## src/rtl/display_scan_controller.sv

```systemverilog
// Eight-digit time-multiplexing scan stage: holds host-written hex digits and
// cycles a registered digit-select/value pair at a programmable slot rate.
module display_scan_controller #(
    parameter int unsigned REFRESH_DIV = 100000
) (
    input  logic       clk,
    input  logic       rst_n,
    input  logic       en,
    input  logic       wr_en,
    input  logic [2:0] wr_addr,
    input  logic [3:0] wr_data,
    input  logic [7:0] digit_mask,
    output logic [3:0] c,
    output logic [2:0] s,
    output logic       blank,
    output logic       slot_tick
);

    localparam int unsigned PRE_W = (REFRESH_DIV > 1) ? $clog2(REFRESH_DIV) : 1;
    localparam logic [PRE_W-1:0] PRE_LAST = PRE_W'(REFRESH_DIV - 1);

    logic [PRE_W-1:0] r_pre;
    logic [2:0]       r_s;
    logic [3:0]       r_c;
    logic [3:0]       r_d [8];
    logic             r_blank;
    logic             r_slot_tick;

    logic             w_tc;
    logic [2:0]       w_s_next;
    logic [PRE_W-1:0] w_pre_next;
    logic [3:0]       w_c_next;

    assign w_tc     = en && (r_pre == PRE_LAST);
    assign w_s_next = w_tc ? (r_s + 3'd1) : r_s;

    // Next prescaler value; held while scanning is disabled.
    always_comb begin
        w_pre_next = r_pre;
        if (en) begin
            if (w_tc) begin
                w_pre_next = '0;
            end else begin
                w_pre_next = r_pre + PRE_W'(1);
            end
        end
    end

    // A write aimed at the slot being shown next edge bypasses storage, so c
    // always mirrors d[s] with no stale cycle.
    always_comb begin
        w_c_next = r_c;
        if (wr_en && (wr_addr == w_s_next)) begin
            w_c_next = wr_data;
        end else if (w_tc) begin
            w_c_next = r_d[w_s_next];
        end
    end

    always_ff @(posedge clk or negedge rst_n) begin
        if (!rst_n) begin
            r_pre       <= '0;
            r_s         <= '0;
            r_c         <= '0;
            r_blank     <= 1'b0;
            r_slot_tick <= 1'b0;
            for (int i = 0; i < 8; i++) begin
                r_d[i] <= '0;
            end
        end else begin
            r_pre       <= w_pre_next;
            r_s         <= w_s_next;
            r_c         <= w_c_next;
            r_blank     <= ~digit_mask[w_s_next];
            r_slot_tick <= w_tc;
            if (wr_en) begin
                r_d[wr_addr] <= wr_data;
            end
        end
    end

    assign c         = r_c;
    assign s         = r_s;
    assign blank     = r_blank;
    assign slot_tick = r_slot_tick;

endmodule

```

## config.mk

```make
export PLATFORM = sky130hd
export DESIGN_NAME = display_scan_controller
export DESIGN_NICKNAME = d
export VERILOG_FILES = /design/src/rtl/display_scan_controller.sv
export SDC_FILE = /design/constraint.sdc
export NUM_CORES = 1
export LEC_CHECK = 0
export ABC_CLOCK_PERIOD_IN_PS = 5800
export BUFFER_PORTS_ARGS = -buffer_cell sky130_fd_sc_hd__buf_2
export CORE_MARGIN = 10
export CORE_UTILIZATION = 65
export CTS_CLUSTER_SIZE = 30
export DETAILED_ROUTE_END_ITERATION = 10
export PLACE_DENSITY_LB_ADDON = 0.3
export SETUP_SLACK_MARGIN = 0.5
export SKIP_CTS_REPAIR_TIMING = 1
export SLEW_MARGIN = 20
export SYNTH_ARGS = -nofsm -noshare
export SYNTH_HDL_FRONTEND = slang
export SYNTH_SLANG_ARGS = --single-unit
```

## constraint.sdc

```tcl
create_clock -name clk -period 5.8 [get_ports clk]
set_clock_uncertainty 0.2 [all_clocks]
set_input_delay 0.29 -clock clk [delete_from_list [all_inputs] [get_ports clk]]
set_output_delay 0.29 -clock clk [all_outputs]
set_load 0.01 [all_outputs]
```

# == After elaboration in Yosys (flattened, before gate mapping) ==
# Index checks and enable logic that the tools add are counted.
# word_totals
elab_cells,40
reg_bits,58
in_bits,19
# op_classes
bitwise,3
order_cmp,4
add_sub_neg,2
muxes,12
reduce_logical,4
eq_ne,2
# ops
cell,count
bitwise mux 32 bit,1
two-way mux 4 bit,5
adder 17 x 1 -> 17 bit (second input constant),1
equality test 17 bit (second input constant),1
two-way mux 17 bit,1
binary-select mux 4 bit (select 3 bit),1
demux 4 bit (select 3 bit),1
>= comparator 4 bit (second input constant),2
inverter 3 -> 4 bit,2
< comparator 3 x 4 -> 1 bit (second input constant),1
< comparator 4 x 1 -> 1 bit (second input constant),1
adder 3 x 1 -> 3 bit (second input constant),1
binary-select mux 1 bit (select 3 bit),1
equality test 3 bit,1
logical AND 1 bit,3
two-way mux 3 bit,1
nonzero test 2 bit,1
two-way mux 1 bit,1
inverter 1 bit,1

# == Logic depth before layout (Yosys ltp) ==
# Gate-level depths: netlist of run 1.
# logic_depth
depth_word,9
depth_mapped,10

# == Worst setup path before layout of run 1 ==
# No wires, ideal clock.
# synth_path
kind,reg-to-reg
start,register r_pre[6]
end,register r_c[0] (netlist: c[0])
path_stages_with_launch,9
arrival_ns,1.958
synth_period_minus_slack_ns,2.283
t_required_ns,5.476
path_buffers,1
path_slack_ns,3.517
path_cell_list,dfrtp_1 -> nor4b_4 -> and4_1 -> buf_6 -> and3_4 -> xnor3_1 -> o2111ai_4 -> mux2i_1 -> o21ai_1
# synth_via
elab_chain_cells,9
elab_cells_between_ends,12
classes_between,2 x eq/ne; 6 x mux; 1 x bitwise; 3 x reduce/logical
# synth_rtl
element,line_no,text
from (decl),22,logic [PRE_W-1:0] r_pre;
from (signal assigned),71,r_pre <= w_pre_next;
equality test 17 bit *,34,assign w_tc = en && (r_pre == PRE_LAST);
logical AND 1 bit *,34,
two-way mux 3 bit,35,assign w_s_next = w_tc ? (r_s + 3'd1) : r_s;
inverter 3 -> 4 bit (not written as such),56,w_c_next = r_d[w_s_next];
binary-select mux 4 bit (select 3 bit),56,
two-way mux 4 bit (not written as such) (2 in series),56,
two-way mux 4 bit,55,end else if (w_tc) begin
two-way mux 4 bit,53,if (wr_en && (wr_addr == w_s_next)) begin
to (signal assigned),73,r_c <= w_c_next;
to (decl),24,logic [3:0] r_c;
# Every way passes the cells marked *; elsewhere a longest branch is shown, timed or not. The select of a mux whose other input is x is not followed.
# A chain may end at the register's enable or synchronous reset.

# == Worst setup path in the final report of run 1 ==
# layout_path
start,register r_pre[13]
end,register r_blank (netlist: blank)
# layout_via
elab_chain_cells,6
# layout_rtl
element,line_no,text
equality test 17 bit,34,
logical AND 1 bit,34,
two-way mux 3 bit,35,
binary-select mux 1 bit (select 3 bit),74,r_blank <= ~digit_mask[w_s_next];
two-way mux 1 bit (not written as such),74,
inverter 1 bit,74,
to (signal assigned),74,
to (decl),26,logic r_blank;
# No other way between the ends. The select of a mux whose other input is x is not followed.

==> summary.md, run 1 <==
| Metric | Value |
|---|---|
| Avg WL per Cell | around 17 um |
| Clock transition time at the flip-flop clock pins of the worst setup and hold paths | 0.07 ns |
| Count of fill cells added during filler insertion | ~380 |
| Area occupied by multi-input gates | ~1900 um2 |
| Highest-delay cell along the critical path | sky130_fd_sc_hd__nor2_4 |
| Clock sink total | 58 |
| Highest achievable clock rate | ~0.32 GHz |
| Async S/R FF share, synth | 100.0% |
| Global routing usage summed across all routing layers | 18.18% |
| Final setup viols | 0 |
| Total clock buffers created by CTS | 9 |
| Final critical path time including I/O delays and setup | 3.132 ns |
| TritonCTS clock tree | built |
| Post-Route Setup TNS | 0 ns |
| Number of max-cap violations | 0 |
| Area enclosed by the die boundary | 8614 um2 |
| IO Port Bufs | 27 |
| Number of pins exceeding their max-slew limit in the final report | 0 |
| Data arrival time of the critical path | 3.20 ns |
| Detail Route Antenna Nets | 0 |
| Initial antenna violation count | 0 |
| Total number of vias | 2570 |
| Post-synthesis average cell area | between 10 and 15 um2 |
| Final worst path period share | 54.00% |
| Worst slew pin tran | 0.8029 ns |
| Synth warnings | 0 |
| First-pass GRT wire length | 12.53 mm |
| Post-synth cell types | 41 |
| Clock root buffer master | sky130_fd_sc_hd__clkbuf_8 |
| Total number of nets in the final design | around 390 |
| Number of DRC violations after detailed routing | 0 |
| Endpoints failing hold | 0 |
| Count of standard-cell rows | 26 |
| TritonRoute pass-1 iters | 4 |
| Post-Synthesis Cells | about 340 |
| Kind of launch point of the worst setup path | flop |
| H-Tree Level Count | 3 |
| Area Growth Syn to Fin | 10.64% |
| VDD IR-drop max | approximately 0.19 mV |
| Largest driver fanout on the critical path | 18 |
| Worst skew pair latency | 0.34 ns |
| Width of the chip | 92.81 um |
| Hold Slack | 0.03353 ns |
| Starting density of the core | 67.04% |
| Longest Clk Path Bufs | 2 |
| Path category of the worst min-delay check | primary input to flop |
| Last weighted congestion value of the routability-driven placer | a little under 0.9 |
| Most used cell along the critical path | sky130_fd_sc_hd__mux2i_1 |
| Worst max-slew margin expressed relative to the limit | 46.47% |
| HPWL Detailed | a little over 5 mm |
| Required time at the endpoint of the critical path | roughly 5.9 ns |
| Leakage | 0.001737 uW |
| Via count of the first global-routing pass | 2505 |
| Maximum number of pins on one net before global-route repair | 69 |
| Antenna diodes | 0 |
| Syn nets | between 300 and 400 |
| Portion of the post-synthesis area used by sequential elements | between 40% and 50% |
| Busiest metal layer after global routing | met2 |
| Most instantiated flip-flop cell in the synthesis netlist | sky130_fd_sc_hd__dfrtp_1 |
| Status | finished clean |
| GR met3 Demand/Resource | 5.246% |
| Count of state elements after synthesis | 58 |
| Share of post-route cells with drive strength above 1 | 23.04% |
| Met2 usage | 29.32% |
| FF/Latch Area | 1451 um2 |
| Crit path largest cell delay | 0.53 ns |
| Post-Syn Area | ~3400 um2 |
| Met1 Usage GRT | a little over a fifth |
| Pwr per Cell Area | 289.2 nW/um2 |
| Aggregate global routing overflow | 0 |
| Cell-by-cell listing of the critical path | nor4b_4 -> nand4_2 -> nor2_4 -> xnor2_1 -> mux2i_1 -> mux2i_1 -> mux2i_1 |
| Post-synth EDFFs | 0 |
| Die H | 92.81 um |
| Type of the worst setup path | flop to flop |
| Mean number of vias per cell | 5.854 |
| Final Routed Wirelength | 7.456 mm |
| Number of violations reported at the end of detailed-routing iteration 0 | 209 |
| I/O Pins | 28 |
| CORE AREA | between 5000 and 6000 um2 |
| Critical path endpoint category | flop |
| Unrepaired setup endpoints after global routing | false |
==> placed cells by master (no fill, tap or decap), drive strengths merged, types with 2 or more instances in the layout <==
cell     n
a211oi  16
a21oi    2
a22oi   16
and2     2
and3     5
buf     30
clkbuf  14
clkinv   3
dfrtp   58
ha       2
inv      4
mux2    33
mux2i   23
nand2   41
nand2b  33
nand3    9
nand4    6
nor2    27
nor2b    5
nor3     3
nor3b    2
nor4b    2
o21ai    6
or2      2
or3      2
xnor2   10
xnor3    2
xor2     6
==> Yosys cell counts (all sizes together) (2+ instances only) <==
| cell | n | area (um2) |
|---|---|---|
| dfrtp | 58 | 1451 |
| nand2 | 41 | 156.4 |
| mux2 | 33 | 371.6 |
| nand2b | 33 | 206.5 |
| nor2 | 27 | 108.9 |
| mux2i | 23 | 230.2 |
| a211oi | 16 | 120.1 |
| a22oi | 16 | 120.1 |
| clkbuf | 11 | 41.29 |
| xnor2 | 10 | 106.4 |
| nand3 | 9 | 45.04 |
| nand4 | 6 | 43.79 |
| o21ai | 6 | 30.02 |
| xor2 | 6 | 52.55 |
| and3 | 5 | 36.28 |
| buf | 5 | 30.02 |
| nor2b | 5 | 31.28 |
| inv | 4 | 15.01 |
| nor3 | 3 | 15.01 |
| a21oi | 2 | 10.01 |
| and2 | 2 | 12.51 |
| ha | 2 | 25.02 |
| nor3b | 2 | 15.01 |
| nor4b | 2 | 47.55 |
| or2 | 2 | 12.52 |
| or3 | 2 | 12.51 |
| xnor3 | 2 | 45.04 |
==> final timing paths <==
kind                       cells after the start        end  slack (ns)       from
max                                            7      blank        2.67  r_pre[13]
min                                            2   r_pre[1]        0.03         en
max reg2reg                                    7      blank        2.67  r_pre[13]
min reg2reg                                    1   r_pre[4]        0.29   r_pre[4]
max in group asynchronous                      3    r_d[26]        4.49      rst_n
min in group asynchronous                      3  r_pre[15]        0.43      rst_n
==> power breakdown <==
group          switching (uW)  internal (uW)
logic                    98.8            113
clock network             155            189
registers                64.3            482
==> through the flow <==
stage	area, um2	setup slack [ns]	std cells	util, %	total power (uW)
floorplan	3446	3.517	338	-	696.5
global placement	3620	2.938	422	70.42	753.5
detailed placement	3620	2.761	422	70.42	765.2
CTS	3802	2.714	438	73.98	1111
global route	3812	2.459	439	74.17	1165
finish	3812	2.668	439	74.17	1102
==> routing by layer <==
metal,vias up,routed length (um)
met5,-,0
met1,1249,3125
met3,18,407
li1,1242,-
met2,61,3760
met4,0,162
==> sequential cells by signal, summed over array words and instances, names as in the netlist <==
signal     flops
r_d           32
r_pre         17
c              4
s              3
blank          1
slot_tick      1
==> cells by family after synthesis <==
family                   after synthesis  synth area share (%)
AO/OA/AOI/OAI                         42                 9.078
XOR/XNOR                              18                 5.919
adder cells (fa/ha/maj)                2                0.7261
buffers and inverters                 21                 2.614
flip-flops                            58                 42.12
multiplexers                          56                 17.47
AND/OR/NAND/NOR                      141                 22.08
==> layout make-up <==
cell class | count | area share, %
clock inverter | 2 | 0.2626
sequential | 58 | 38.07
clock buffer | 14 | 4.529
timing repair buffer | 31 | 4.398
inverter | 5 | 0.4923
multi-input combinational | 259 | 49.95
tap | 70 | 2.297
==> critical path: cells and delay by family (launching register included) <==
family,cells,cell delay (ns)
mux,3,0.62
simple gates,3,1.42
xor+xnor,1,0.38
flops,1,0.44
(Power assumes the default switching activity.)
==> run 2: changes to the inputs <==
--- a/config.mk
+++ b/config.mk
@@ -5,10 +5,10 @@
 export SDC_FILE = /design/constraint.sdc
 export NUM_CORES = 1
 export LEC_CHECK = 0
-export ABC_CLOCK_PERIOD_IN_PS = 5800
+export ABC_CLOCK_PERIOD_IN_PS = 3100
 export BUFFER_PORTS_ARGS = -buffer_cell sky130_fd_sc_hd__buf_2
 export CORE_MARGIN = 10
-export CORE_UTILIZATION = 65
+export CORE_UTILIZATION = 60
 export CTS_CLUSTER_SIZE = 30
 export DETAILED_ROUTE_END_ITERATION = 10
 export PLACE_DENSITY_LB_ADDON = 0.3
==> constraint.sdc (replaced) <==
create_clock -name clk -period 3.1 [get_ports clk]
set_clock_uncertainty 0.2 [all_clocks]
set_input_delay 0.155 -clock clk [delete_from_list [all_inputs] [get_ports clk]]
set_output_delay 0.155 -clock clk [all_outputs]
set_load 0.01 [all_outputs]
==> run 2 against run 1 <==
  * The flow now finishes with violations (hold timing)
  * Global-route usage down 0.57 points
  * Total power up 100%
  * First-iteration DRC count decreased by 22%
==> summary.md, run 2 (same netlist as run 1, synthesis figures left out) <==
| Metric | Value |
|---|---|
| IO Port Bufs | 27 |
| Final Routed Wirelength | around 7.7 mm |
| Count of fill cells added during filler insertion | 405 |
| Leakage | 0.001804 uW |
| Total number of nets in the final design | between 300 and 400 |
| Clock sink total | 58 |
| Number of max-cap violations | 0 |
| Last weighted congestion value of the routability-driven placer | between 0.8 and 0.9 |
| Required time at the endpoint of the critical path | 3.13 ns |
| Final critical path time including I/O delays and setup | 2.488 ns |
| Worst skew pair latency | 0.35 ns |
| Number of flip-flops in the largest register | 32 |
| Kind of launch point of the worst setup path | flop |
| Width of the chip | 95.78 um |
| Largest driver fanout on the critical path | 7 |
| Die H | 95.78 um |
| Most frequent standard cell in the layout excluding fill and tap cells | sky130_fd_sc_hd__dfrtp_1 |
| Final worst path period share | 80.26% |
| Via count of the first global-routing pass | 2582 |
| Initial antenna violation count | 0 |
| Number of pins exceeding their max-slew limit in the final report | 0 |
| Data arrival time of the critical path | 2.52 ns |
| Worst max-slew margin expressed relative to the limit | roughly half |
| Count of standard-cell rows | 27 |
| CORE AREA | 5540 um2 |
| Area enclosed by the die boundary | 9174 um2 |
| Clock root buffer master | sky130_fd_sc_hd__clkbuf_8 |
| Maximum number of pins on one net before global-route repair | approximately 70 |
| TritonCTS clock tree | built |
| Most used cells in the layout excluding fill and tap cells | 58 x sky130_fd_sc_hd__dfrtp_1, 40 x sky130_fd_sc_hd__nand2_1, 33 x sky130_fd_sc_hd__nand2b_1, 33 x sky130_fd_sc_hd__mux2_2, 27 x sky130_fd_sc_hd__buf_2 |
| Global routing usage summed across all routing layers | between 10% and 20% |
| H-Tree Level Count | 3 |
| Violations in the final reports | hold timing |
| Type of the worst setup path | flop to flop |
| Post-Route Setup TNS | 0 ns |
| Worst slew pin tran | 0.7629 ns |
| Avg WL per Cell | 17.10 um |
| Path category of the worst min-delay check | primary input to flop |
| VDD IR-drop max | between 0.3 and 0.4 mV |
| Clock transition time at the flip-flop clock pins of the worst setup and hold paths | 0.07 ns |
| Startpoint of the worst setup timing path | r_pre[6] |
| TritonRoute pass-1 iters | 4 |
| Number of violations reported at the end of detailed-routing iteration 0 | 162 |
| Total number of vias | 2584 |
| Final setup viols | 0 |
| Reg2reg start | r_pre[6] |
| Worst R2R Setup Slack | about 0.6 ns |
| Largest register by flop count | r_d |
| Longest Clk Path Bufs | 2 |
| First-pass GRT wire length | between 10 and 15 mm |
| Pwr per Cell Area | 569.6 nW/um2 |
| Hold Slack | -0.006616 ns |
| Status | finished with violations |
| HPWL Detailed | between 5 and 6 mm |
| Aggregate global routing overflow | 0 |
| Area Growth Syn to Fin | 15.00% |
| Starting density of the core | 62.20% |
| Unrepaired setup endpoints after global routing | true |
| Endpoints failing hold | 1 |
| CP Capture Point | c[3] |
| RR Endpoint | c[3] |
| Number of DRC violations after detailed routing | 0 |
| I/O Pins | 28 |
| Critical path endpoint category | flop |
| Highest achievable clock rate | approximately 0.4 GHz |
| Total clock buffers created by CTS | 9 |
| Path depth of the worst reg2reg path | 7 |
| Mean number of vias per cell | 5.755 |
| Antenna diodes | 0 |
| Share of post-route cells with drive strength above 1 | 24.93% |
| Detail Route Antenna Nets | 0 |
## run 2: changes by cell type in the layout (fill, tap and decap cells not counted), sizes merged
cell         before  now
dlygate4sd3       1    5
buf              30   34
bufinv            0    2
clkinv            3    2
clkinvlp          0    1
clkbuf           14   12
## run 2: how the worst min path moves through the flow
stage,cells past startpoint,start,end,slack [ns]
4_1_cts,1,rst_n,r_pre[15],-0.45
5_1_grt,2,wr_data[3],r_d[11],0.003
3_5_place_dp,1,rst_n,r_pre[8],-0.08
6_report,4,digit_mask[6],blank,-0.007
2_1_floorplan,0,rst_n,blank,-0.34
3_3_place_gp,1,rst_n,r_pre[15],-0.08
## run 2: area by class of cell
class / instances / area [um2] / area share (%)
multi-input combinational: 259 / 1927 / 48.63
sequential: 58 / 1451 / 36.63
timing repair buffer: 39 / 237.7 / 5.999
clock buffer: 12 / 165.2 / 4.168
tap: 72 / 90.09 / 2.273
clock inverter: 4 / 72.57 / 1.831
inverter: 5 / 18.77 / 0.4736
## run 2: critical path, stage by stage, from the launching register on
cell and delay (ns):
sky130_fd_sc_hd__dfrtp_1 0.44, sky130_fd_sc_hd__nor4b_4 0.40, sky130_fd_sc_hd__nand4_4 0.25, sky130_fd_sc_hd__nor2_4 0.29, sky130_fd_sc_hd__xnor3_1 0.30, sky130_fd_sc_hd__o2111ai_4 0.18
sky130_fd_sc_hd__mux2i_1 0.24, sky130_fd_sc_hd__o21ai_1 0.08
## run 2: metrics by stage
| stage | utilization (%) | power, uW | cell area (um2) | instances | setup WS [ns] |
|---|---|---|---|---|---|
| after floorplan | - | 1303 | 3446 | 338 | 0.8174 |
| after global placement | 65.92 | 1413 | 3652 | 428 | 0.7078 |
| after detailed placement | 65.92 | 1433 | 3652 | 428 | 0.6321 |
| after CTS | 70.21 | 2261 | 3890 | 444 | 0.6096 |
| after global routing | 71.52 | 2377 | 3963 | 449 | 0.4658 |
| final | 71.52 | 2257 | 3963 | 449 | 0.6120 |
## run 2: routing by layer
layer	vias up	GRT usage (%)	share of wire [%]
met5	-	0	0
met2	56	27.20	46
met1	1260	22.32	46
met3	14	4.825	5.7
li1	1254	-	-
met4	0	8.600	2.3
## run 2: power breakdown
group          internal, uW  switching (uW)
combinational           215             192
sequential              902             120
clock                   517             311
total                  1630             623
==> run 3: changes to the inputs <==
--- a/config.mk
+++ b/config.mk
@@ -5,10 +5,11 @@
 export SDC_FILE = /design/constraint.sdc
 export NUM_CORES = 1
 export LEC_CHECK = 0
-export ABC_CLOCK_PERIOD_IN_PS = 3100
+export ABC_AREA = 1
+export ABC_CLOCK_PERIOD_IN_PS = 2000
 export BUFFER_PORTS_ARGS = -buffer_cell sky130_fd_sc_hd__buf_2
 export CORE_MARGIN = 10
-export CORE_UTILIZATION = 60
+export CORE_UTILIZATION = 53
 export CTS_CLUSTER_SIZE = 30
 export DETAILED_ROUTE_END_ITERATION = 10
 export PLACE_DENSITY_LB_ADDON = 0.3
==> constraint.sdc (replaced) <==
create_clock -name clk -period 2 [get_ports clk]
set_clock_uncertainty 0.2 [all_clocks]
set_input_delay 0.1 -clock clk [delete_from_list [all_inputs] [get_ports clk]]
set_output_delay 0.1 -clock clk [all_outputs]
set_load 0.01 [all_outputs]
==> run 3 against run 2 <==
  * The run ends with setup timing left
  * Flip-flop and latch count stayed put
  * Synthesized cell count is 16% higher
  * Combinational power is 140% higher
  * Hold slack better by 0.024 ns
  * Sequential share of layout area is 5.3 points lower
  * Sequential power is 52% higher
  * Synthesized area is 9.2% lower
  * Cell area is 17% higher
  * Fmax is 0.31% higher
  * Global-route usage hardly changed
==> summary.md, run 3 <==
| Metric | Value |
|---|---|
| Status | finished with violations |
| Violations in the final reports | setup timing |
| Startpoint of the worst setup timing path | r_pre[14] |
| Number of DRC violations after detailed routing | 0 |
| Instance area after placement | 3632 um2 |
| Most instantiated flip-flop cell in the synthesis netlist | sky130_fd_sc_hd__dfrtp_1 |
| First-pass GRT wire length | 13.77 mm |
| Initial antenna violation count | 0 |
| I/O Pins | 28 |
| Required time at the endpoint of the critical path | around 2.0 ns |
| Worst R2R Setup Slack | -0.48 ns |
| Count of state elements after synthesis | 58 |
| Top layer in use | met4 |
| Commonest cells in the synthesized netlist | 108 x sky130_fd_sc_hd__nand2_1, 58 x sky130_fd_sc_hd__dfrtp_1, 46 x sky130_fd_sc_hd__inv_1 |
| TritonRoute pass-1 iters | 6 |
| Path category of the worst min-delay check | primary input to flop |
| CORE AREA | around 5600 um2 |
| HPWL Detailed | between 6 and 7 mm |
| Dominant cell by count in the synthesized netlist | sky130_fd_sc_hd__nand2_1 |
| Number of max-cap violations | 0 |
| Reg2reg start | r_pre[14] |
| Critical path endpoint category | flop |
| Worst max-slew margin expressed relative to the limit | 64.79% |
| Xor and xnor area share after synthesis | 0.5600% |
| Avg WL per Cell | 20.83 um |
| Mean number of vias per cell | 6.141 |
| Complex-gate fraction of the synthesized area | 9.560% |
| Share of post-route cells with drive strength above 1 | about two fifths |
| Clock transition time at the flip-flop clock pins of the worst setup and hold paths | 0.08 ns |
| Total number of nets in the final design | 524 |
| Main area contributors after synthesis | sky130_fd_sc_hd__dfrtp_1 46%, sky130_fd_sc_hd__nand2_1 13%, sky130_fd_sc_hd__nand3_1 7.2% |
| Largest register by flop count | r_d |
| Syn nets | 413 |
| Mux contribution to synthesized area | 0% |
| Pwr per Cell Area | 819.0 nW/um2 |
| Final critical path time including I/O delays and setup | 2.480 ns |
| Final cell utilization of the core | a little over 80% |
| Adder-cell area share of the yosys netlist | 0.8000% |
| Kind of launch point of the worst setup path | flop |
| Portion of the post-synthesis area used by sequential elements | 46.40% |
| Number of violations reported at the end of detailed-routing iteration 0 | 600 |
| Leakage | between 0.002 and 0.0025 uW |
| TritonCTS clock tree | built |
| Met2 WL post-DR | 5.549 mm |
| Final worst path period share | 124.0% |
| VDD IR-drop max | about 0.71 mV |
| Post-Synthesis Cells | 392 |
| Most used cell along the critical path | sky130_fd_sc_hd__nand2_1 |
| Most frequent standard cell in the layout excluding fill and tap cells | sky130_fd_sc_hd__nand2_1 |
| Antenna diodes | 0 |
| RR Endpoint | c[0] |
| Last weighted congestion value of the routability-driven placer | between 0.9 and 1 |
| Maximum number of pins on one net before global-route repair | 31 |
| Count of standard-cell rows | 27 |
| Number of flip-flops in the largest register | 32 |
| Number of pins exceeding their max-slew limit in the final report | 0 |
| Type of the worst setup path | flop to flop |
| Post-Syn Area | ~3100 um2 |
| Endpoints failing hold | 0 |
| Share of the synthesized area in the top cell type | between 40% and 50% |
| Crit path largest cell delay | 0.41 ns |
| Area Growth Syn to Fin | 48.12% |
| Total number of vias | roughly 3600 |
| Post-synth cell types | 32 |
| Dominant combinational cell family by area after synthesis | simple AND/OR/NAND/NOR gates |
| H-Tree Level Count | 3 |
| Area enclosed by the die boundary | approximately 9400 um2 |
| Detail Route Antenna Nets | 0 |
| Die H | 96.83 um |
| IO Port Bufs | 27 |
| Worst skew pair latency | 0.35 ns |
| Post-synth EDFFs | 0 |
| Count of fill cells added during filler insertion | between 200 and 300 |
| Path depth of the worst reg2reg path | 16 |
| Highest achievable clock rate | ~0.40 GHz |
| Data arrival time of the critical path | between 2 and 3 ns |
| Detailed-routing wirelength on met1 | 4.309 mm |
| Longest Clk Path Bufs | 2 |
| Smallest setup slack after layout | -0.4804 ns |
| Synth warnings | 0 |
| Most used cells in the layout excluding fill and tap cells | 89 x sky130_fd_sc_hd__nand2_1, 57 x sky130_fd_sc_hd__dfrtp_1, 41 x sky130_fd_sc_hd__buf_4 |
| Total clock buffers created by CTS | 9 |
| Final setup viols | 12 |
| CP Capture Point | c[0] |
| Worst slew pin tran | between 0.5 and 0.6 ns |
| Largest driver fanout on the critical path | 5 |
| Aggregate global routing overflow | 0 |
| Final Routed Wirelength | roughly 12 mm |
| Unrepaired setup endpoints after global routing | true |
| Clock sink total | 58 |
| Global routing usage summed across all routing layers | 17.59% |
| Sum of met3 wire segment lengths after detailed routing | 1.445 mm |
| Clock root buffer master | sky130_fd_sc_hd__clkbuf_8 |
| Design area | 4633 um2 |
| Highest-delay cell along the critical path | sky130_fd_sc_hd__dfrtp_1 |
| Width of the chip | 96.83 um |
| Cell-by-cell listing of the critical path | inv_1 -> nand2_1 -> inv_1 -> nand2_2 -> nor2_8 -> nand3_4 -> buf_12 -> nand2_8 -> buf_4 -> nand2_1 -> nand3_1 -> nand2_1 -> nand2_1 -> nand2_1 -> nand2_1 -> nand3_2 |
| Via count of the first global-routing pass | around 2800 |
| Starting density of the core | 55.78% |
| Synthesized-area fraction occupied by and/or/nand/nor cells | between 30% and 40% |
| Async S/R FF share, synth | 100.0% |
| Post-synthesis average cell area | 7.980 um2 |
| Cell taking the most area after synthesis | sky130_fd_sc_hd__dfrtp_1 |
## run 3: cell types whose count changed after synthesis, sizes merged, moves of 15 or more
| cell | delta |
|---|---|
| a211oi | -15 |
| a22oi | -16 |
| mux2 | -33 |
| nand3 | +43 |
| nand2 | +81 |
| inv | +45 |
| mux2i | -23 |
| o21ai | +32 |
| nand2b | -33 |
## run 3: worst min path at each step
stage                     cells past startpoint  startpoint        to
after detailed placement                      1       rst_n  r_pre[9]
final                                         4          en  r_pre[2]
after global placement                        1       rst_n  r_pre[9]
after CTS                                     1       rst_n  r_pre[9]
after global routing                          4          en  r_pre[2]
after floorplan                               0       rst_n     blank
## run 3: cell families (layout without fill, tap and decap cells)
logic type                 after synthesis  in the layout
AOI/OAI and AO/OA                       54             54
adders and majority gates                2              2
xor gates and xnor gates                 2              2
and+or+nand+nor                        222            224
DFF                                     58             58
buffers and inverters                   54            168
## run 3: cell type report
class | count | area, um2 | area share [%]
clock inverters | 6 | 90.09 | 1.944
repair buffers | 103 | 858.3 | 18.53
inverters | 49 | 195.2 | 4.213
flip-flops and latches | 58 | 1453 | 31.35
multi-input cells | 282 | 1809 | 39.05
clock buffers | 10 | 137.6 | 2.971
well taps | 72 | 90.09 | 1.944
## run 3: metrics by stage
stage               worst slack (ns)  setup TNS, ns  hold slack, ns  power, uW  instances
floorplan                    0.06350              0         -0.3956       1910        392
global placement             -0.1321        -0.5733         -0.1511       2163        522
detailed placement           -0.1936         -1.090         -0.1432       2206        522
CTS                          -0.2083         -1.269         -0.5183       3446        538
global route                 -0.5597         -3.691         0.02768       3934        580
finish                       -0.4804         -2.877         0.01701       3795        580
## run 3: report_power, final
group,switching (uW),internal [uW],total (uW)
Sequential,170,1380,1550
Combinational,559,417,976
Clock,530,735,1260
Total,1260,2540,3790
## run 3: routing by layer
layer,track usage (%),vias up
li1,-,1497
met1,23.28,1660
met2,26.23,324
met3,4.968,81
met4,7.215,0
met5,0,-
## run 3: critical path, delay by kind of cell (launching register included)
kind / cells / cell delay, ns
buffers and inverters: 4 / 0.47
and+or+nand+nor: 12 / 1.29
DFF: 1 / 0.41
